**config.mk**
```make
export PLATFORM = sky130hd
export DESIGN_NAME = pc_fetch_ctrl_flat
export DESIGN_NICKNAME = d
export VERILOG_FILES = /design/src/rtl/pc_fetch_ctrl_if.sv /design/src/rtl/pc_fetch_ctrl.sv /design/src/flat_wrapper.sv
export SDC_FILE = /design/constraint.sdc
export NUM_CORES = 1
export LEC_CHECK = 0
export ABC_CLOCK_PERIOD_IN_PS = 2550
export CAP_MARGIN = 20
export CORE_MARGIN = 8
export CORE_UTILIZATION = 40
export CTS_CLUSTER_SIZE = 16
export DETAILED_ROUTE_END_ITERATION = 8
export PLACE_DENSITY = 0.83
export SYNTH_ARGS = -nofsm -noshare
export SYNTH_HDL_FRONTEND = slang
export SYNTH_SLANG_ARGS = --single-unit
export TNS_END_PERCENT = 30
```
**constraint.sdc**
```tcl
create_clock -name clk -period 2.55 [get_ports clk]
set_clock_uncertainty 0.2 [all_clocks]
set_input_delay 0.51 -clock clk [delete_from_list [all_inputs] [get_ports clk]]
set_output_delay 0.51 -clock clk [all_outputs]
set_load 0.1 [all_outputs]
```
**src/rtl/pc_fetch_ctrl_if.sv**
```systemverilog
// rtl/pc_fetch_ctrl_if.sv - instruction memory fetch request/response bundle
interface pc_fetch_ctrl_if;
    logic        imem_req_valid;
    logic [31:0] imem_req_addr;
    logic        imem_req_ready;
    logic        imem_rsp_valid;
    logic [31:0] imem_rsp_data;

    modport master (
        output imem_req_valid,
        output imem_req_addr,
        input  imem_req_ready,
        input  imem_rsp_valid,
        input  imem_rsp_data
    );

    modport slave (
        input  imem_req_valid,
        input  imem_req_addr,
        output imem_req_ready,
        output imem_rsp_valid,
        output imem_rsp_data
    );
endinterface

```
**src/rtl/pc_fetch_ctrl.sv**
```systemverilog
// rtl/pc_fetch_ctrl.sv - PC register and single-outstanding instruction fetch sequencer
module pc_fetch_ctrl #(
    parameter logic [31:0] RESET_VECTOR = 32'h0000_0000,
    parameter logic [31:0] TRAP_VECTOR  = 32'h0000_0100
) (
    input  logic                    clk,
    input  logic                    rst,
    input  logic [31:0]             PCNext,
    input  logic                    InstrAck,
    output logic [31:0]             PC,
    output logic [31:0]             Instr,
    output logic                    InstrValid,
    output logic                    MisalignTrap,
    output logic [31:0]             RetireCount,
    pc_fetch_ctrl_if.master         imem
);

    localparam logic [1:0] ST_IDLE  = 2'd0;
    localparam logic [1:0] ST_REQ   = 2'd1;
    localparam logic [1:0] ST_WAIT  = 2'd2;
    localparam logic [1:0] ST_VALID = 2'd3;

    localparam logic [31:0] NOP = 32'h0000_0013;

    logic [1:0]  r_state;
    logic [31:0] r_pc;
    logic [31:0] r_instr;
    logic        r_trap;
    logic [31:0] r_retire_count;

    logic        w_ack_accept;
    logic        w_misaligned;

    assign w_ack_accept = (r_state == ST_VALID) && InstrAck;
    assign w_misaligned = (PCNext[1:0] != 2'b00);

    always_ff @(posedge clk) begin
        if (rst) begin
            r_state        <= ST_IDLE;
            r_pc           <= RESET_VECTOR;
            r_instr        <= NOP;
            r_trap         <= 1'b0;
            r_retire_count <= 32'd0;
        end else begin
            r_trap <= 1'b0;
            case (r_state)
                ST_IDLE: r_state <= ST_REQ;
                ST_REQ: begin
                    if (imem.imem_req_ready) begin
                        r_state <= ST_WAIT;
                    end
                end
                ST_WAIT: begin
                    if (imem.imem_rsp_valid) begin
                        r_instr <= imem.imem_rsp_data;
                        r_state <= ST_VALID;
                    end
                end
                ST_VALID: begin
                    if (w_ack_accept) begin
                        r_retire_count <= r_retire_count + 32'd1;
                        // Misaligned targets are redirected; the trap pulse lines up with PC showing the vector
                        if (w_misaligned) begin
                            r_pc   <= TRAP_VECTOR;
                            r_trap <= 1'b1;
                        end else begin
                            r_pc <= PCNext;
                        end
                        r_state <= ST_REQ;
                    end
                end
                default: r_state <= ST_IDLE;
            endcase
        end
    end

    assign imem.imem_req_valid = (r_state == ST_REQ);
    assign imem.imem_req_addr  = r_pc;

    assign PC           = r_pc;
    assign Instr        = r_instr;
    assign InstrValid   = (r_state == ST_VALID);
    assign MisalignTrap = r_trap;
    assign RetireCount  = r_retire_count;

endmodule

```
**src/flat_wrapper.sv**
```systemverilog
// flat-port wrapper written by rule: the top's interface ports become plain ports
module pc_fetch_ctrl_flat 
#(
    parameter logic [31:0] RESET_VECTOR = 32'h0000_0000,
    parameter logic [31:0] TRAP_VECTOR  = 32'h0000_0100
)
  (clk, rst, PCNext, InstrAck, PC, Instr, InstrValid, MisalignTrap, RetireCount, imem_imem_req_valid, imem_imem_req_addr, imem_imem_req_ready, imem_imem_rsp_valid, imem_imem_rsp_data);
  pc_fetch_ctrl_if imem_i ();
  input  logic clk;
  input  logic rst;
  input  logic [31:0] PCNext;
  input  logic InstrAck;
  output logic [31:0] PC;
  output logic [31:0] Instr;
  output logic InstrValid;
  output logic MisalignTrap;
  output logic [31:0] RetireCount;
  output wire logic [$bits(imem_i.imem_req_valid)-1:0] imem_imem_req_valid;
  output wire logic [$bits(imem_i.imem_req_addr)-1:0] imem_imem_req_addr;
  input wire logic [$bits(imem_i.imem_req_ready)-1:0] imem_imem_req_ready;
  input wire logic [$bits(imem_i.imem_rsp_valid)-1:0] imem_imem_rsp_valid;
  input wire logic [$bits(imem_i.imem_rsp_data)-1:0] imem_imem_rsp_data;
  assign imem_imem_req_valid = imem_i.imem_req_valid;
  assign imem_imem_req_addr = imem_i.imem_req_addr;
  assign imem_i.imem_req_ready = imem_imem_req_ready;
  assign imem_i.imem_rsp_valid = imem_imem_rsp_valid;
  assign imem_i.imem_rsp_data = imem_imem_rsp_data;
  pc_fetch_ctrl #(.RESET_VECTOR(RESET_VECTOR), .TRAP_VECTOR(TRAP_VECTOR)) u_core (.clk(clk), .rst(rst), .PCNext(PCNext), .InstrAck(InstrAck), .PC(PC), .Instr(Instr), .InstrValid(InstrValid), .MisalignTrap(MisalignTrap), .RetireCount(RetireCount), .imem(imem_i));
endmodule
```
==> summary.log <==
[setup_path] Crit path largest cell delay 640 ps
[power] total power divided by cell area 657 nW/um^2
[clock_network] hold buffers post-CTS 0
[setup_path] Critical Path AT 2460 ps
[setup_path] maximum fanout along the worst path 11
[sta] actual transition at the worst max-transition pin 440 ps
[logic_synthesis] number of enable flip-flop cells after synthesis 0
[power] total design power 0.00385 W
[logic_synthesis] cell types with the largest area share after synthesis dfxtp_1 (49%), nand2_1 (7.3%), a21oi_1 (6.2%), buf_4 (5.9%), a22oi_1 (5.4%)
[logic_synthesis] Synth top cells by count dfxtp_1 (99), nand2_1 (79), a21oi_1 (50)
[worst_hold_path] worst hold-check path type flip-flop to flip-flop
[logic_synthesis] cell taking the most area after synthesis dfxtp_1
[sta] final setup violation count 0
[cells_and_area] Finished Layout Cells 773
[logic_synthesis] total standard cell area after synthesis 4060 sq um
[setup_path] Worst path top cell family by delay simple AND/OR/NAND/NOR gates
[cells_and_area] Area Overhead vs Synth 44.5%
[setup_path] cells along the critical path clkdlybuf4s50_1 -> nand4_2 -> or4_1 -> buf_4 -> or3_1 -> a21oi_1
[clock_network] clock transition at the registers of the reported paths 90 ps
[clock_network] clk buf depth 2
[setup_path] Reg-to-Reg Start u_core.r_state[0]
[setup_path] Data required, critical path 2630 ps
[power] Sequential Power Share 43.9%
[clock_network] number of levels the H-tree was split into 3
[clock_network] number of sinks driven by the clock tree 99
[die] core area 9820 sq um
[route] post-route antenna net violation count 0
[power] leak pwr 2.35 nW
[cells_and_area] final antenna diode count 0
[sta] count of final hold-check violations 0
[grt] number of antenna violations at the first check in global routing 0
[power] worst vdd ir 0.471 mV
[sta] number of max-slew violations in the final report 0
[clock_network] clock root cell clkbuf_8
[sta] least setup slack across all paths after layout 171 ps
[logic_synthesis] count of different cell masters after synthesis 33
[route] routed wire length 12300 um
[setup_path] crit start category input pin
[setup_path] crit end category flip-flop
[logic_synthesis] average cell area after synthesis 8.51 sq um
[grt] overflow left after global routing 0
[flow_run] max-cap viol count 0
[clock_network] clock buffers created by TritonCTS 9
[place] Placement Setup Slack -182 ps
[die] initial standard-cell utilization of the core 41.4%
[cells_and_area] Final #Nets 708
[route] via count of the routed design 3938
[die] die footprint 13600 sq um
[logic_synthesis] ys flop type dfxtp_1
[status] status completed
[power] Switching Power 0.00148 W
[cells_and_area] proportion of layout cells with a drive suffix above 1 28.1%
[grt] largest net degree at the start of global routing 100
[setup_path] critical path start-end classification input pin to flip-flop
[setup_path] Worst Path Buf+Inv 2
[place] half-perimeter wire length of the detailed placement result 9450 um
[logic_synthesis] fraction of synthesized cell area taken by the top area cell type 48.8%
[setup_path] flop-to-flop setup slack 220 ps
[clock_network] TritonCTS clock tree done
[clock_network] clock insertion delay at the later pin of the skew report 350 ps
[sta] final period utilization 93.3%
[grt] wire length of the first global-routing pass 19100 um
[logic_synthesis] syn nets 550
[route] post-detailed-route wirelength per cell 15.9 um
[worst_hold_path] number of stages on the worst hold path 2
[place] count of port buffers added during placement 199
[route] violation count after the first detailed-routing iteration 178
[die] x dimension of the die 117 um
[sta] setup repair after global routing missed its margin false
[route] post-route DRC violation count 0
[setup_path] depth of the worst register-to-register path 6
[clock_network] post-cts gate resize count 0
[setup_path] critical-path cell with the highest stage delay or4_1
[route] Initial DRT Pass Iterations 4
[logic_synthesis] instance count of the mapped netlist 477
[worst_hold_path] Worst Hold End u_core.Instr[12]
[power] cell internal power dissipation 0.00237 W
[logic_synthesis] register area share after synthesis 48.8%
[logic_synthesis] most numerous cell in the Yosys netlist dfxtp_1
[power] relative contribution of combinational cells to total power 31.9%
[place] GP Congestion 0.778
[die] overall die height 117 um
[sta] worst-case headroom to the max-slew limit 70.7%
[logic_synthesis] FF+latch count, synth 99
[setup_path] Reg-to-Reg End u_core.RetireCount[22]
[sta] FMAX 0.420 GHz
[clock_network] Post-CTS Setup Inserts 0
[logic_synthesis] fraction of synthesis flops using an asynchronous set or reset pin 0%
[place] Cells after DPL 757
[die] num rows 36
[worst_hold_path] hold_sp u_core.Instr[12]
[power] switching share of power 38.5%
[grt] all-layer global routing usage 17.4%
[sta] final period demand of the worst path 2380 ps
[power] part of the total power dissipated in the clock network 24.2%
[logic_synthesis] yosys warns 0
[grt] number of global-route vias before repair 3956
[sta] Hold Slack 260 ps
[route] drt via density 5.09
[die] top-level I/O count 200
registers in the layout (all words and copies together), names as in the netlist:
signal,cells
u_core.RetireCount,32
u_core.PC,32
u_core.MisalignTrap,1
u_core.r_state,2
u_core.Instr,32
metrics by stage:
stage               cell area [sq um]  setup TNS, ps  utilization [%]
CTS                              5870              0             59.7
floorplan                        4100              0                -
detailed placement               5680          -1290             57.9
finish                           5870              0             59.7
global placement                 5680           -711             57.9
global route                     5870              0             59.7
area by class of cell:
class	instances	area (sq um)
clock inverters	2	10.0
inverters	11	41.3
repair buffers	212	1780
fillers	885	3950
multi-input cells	302	1690
flip-flops and latches	99	2010
clock buffers	14	173
well taps	133	166
worst max path at each step:
| stage | end | startpoint | slack (ps) | cells past startpoint |
|---|---|---|---|---|
| final | u_core.RetireCount[22] | InstrAck | 170 | 6 |
| after floorplan | u_core.RetireCount[28] | u_core.RetireCount[15] | 9 | 5 |
| after detailed placement | u_core.RetireCount[22] | InstrAck | -180 | 6 |
| after CTS | u_core.RetireCount[22] | InstrAck | 190 | 6 |
| after global placement | u_core.RetireCount[28] | InstrAck | -170 | 5 |
| after global routing | u_core.RetireCount[24] | u_core.r_state[0] | 90 | 5 |
worst reg2reg max path, stage by stage, from the launching register on:
cell     delay [ps]
dfxtp_1         430
ha_4            220
nand4_2         110
or4_1           640
buf_4           220
or3_1           310
a21oi_1         150
cell usage in the layout, fill, tap and decap left out, types with 2 or more instances in the layout:
cell and n:
ha_1 3, buf_12 2, o31ai_1 12, o21ai_0 7, a22oi_1 29, nand4_2 2
clkdlybuf4s50_1 67, inv_1 11, xor2_1 3, buf_4 142, and4_1 3, nand3_1 6
dfxtp_1 84, clkbuf_8 12, nor4_1 5, nor3_1 6, or3_1 6, clkbuf_1 2
and2_1 2, clkinv_2 2, nor3b_1 2, xnor2_1 9, nor2_1 45, nand3b_1 4
dfxtp_2 13, dfxtp_4 2, nand4_1 6, and3_1 2, a21oi_1 50, or4_1 13
nand2_1 79
routing by layer:
metal  vias to the layer above  part of all wire [%]  track usage [%]  routed length (um)
met4                         0                   1.9             6.74                 231
met5                         -                     0                0                   0
met3                        20                   8.4             5.69                1040
met1                      1856                    38             19.1                4670
met2                       130                    52             30.4                6340
li1                       1932                     -                -                   -
power by group through the flow:
stage | logic [W] | clock network, W | registers [W]
final | 0.00123 | 0.000932 | 0.00169
after detailed placement | 0.00124 | 0 | 0.00173
after global routing | 0.00129 | 0.00103 | 0.00170
after floorplan | 0.000403 | 0 | 0.00224
after CTS | 0.00124 | 0.000972 | 0.00169
after global placement | 0.00122 | 0 | 0.00172
cell families after synthesis:
kind of cell	share of synthesized area, %
AOI/OAI and AO/OA	15.5
xor gates and xnor gates	2.59
adders and majority gates	1.23
buffers and inverters	10.0
DFF	48.8
and+or+nand+nor	21.8
Power figures use the tool's default switching activity.
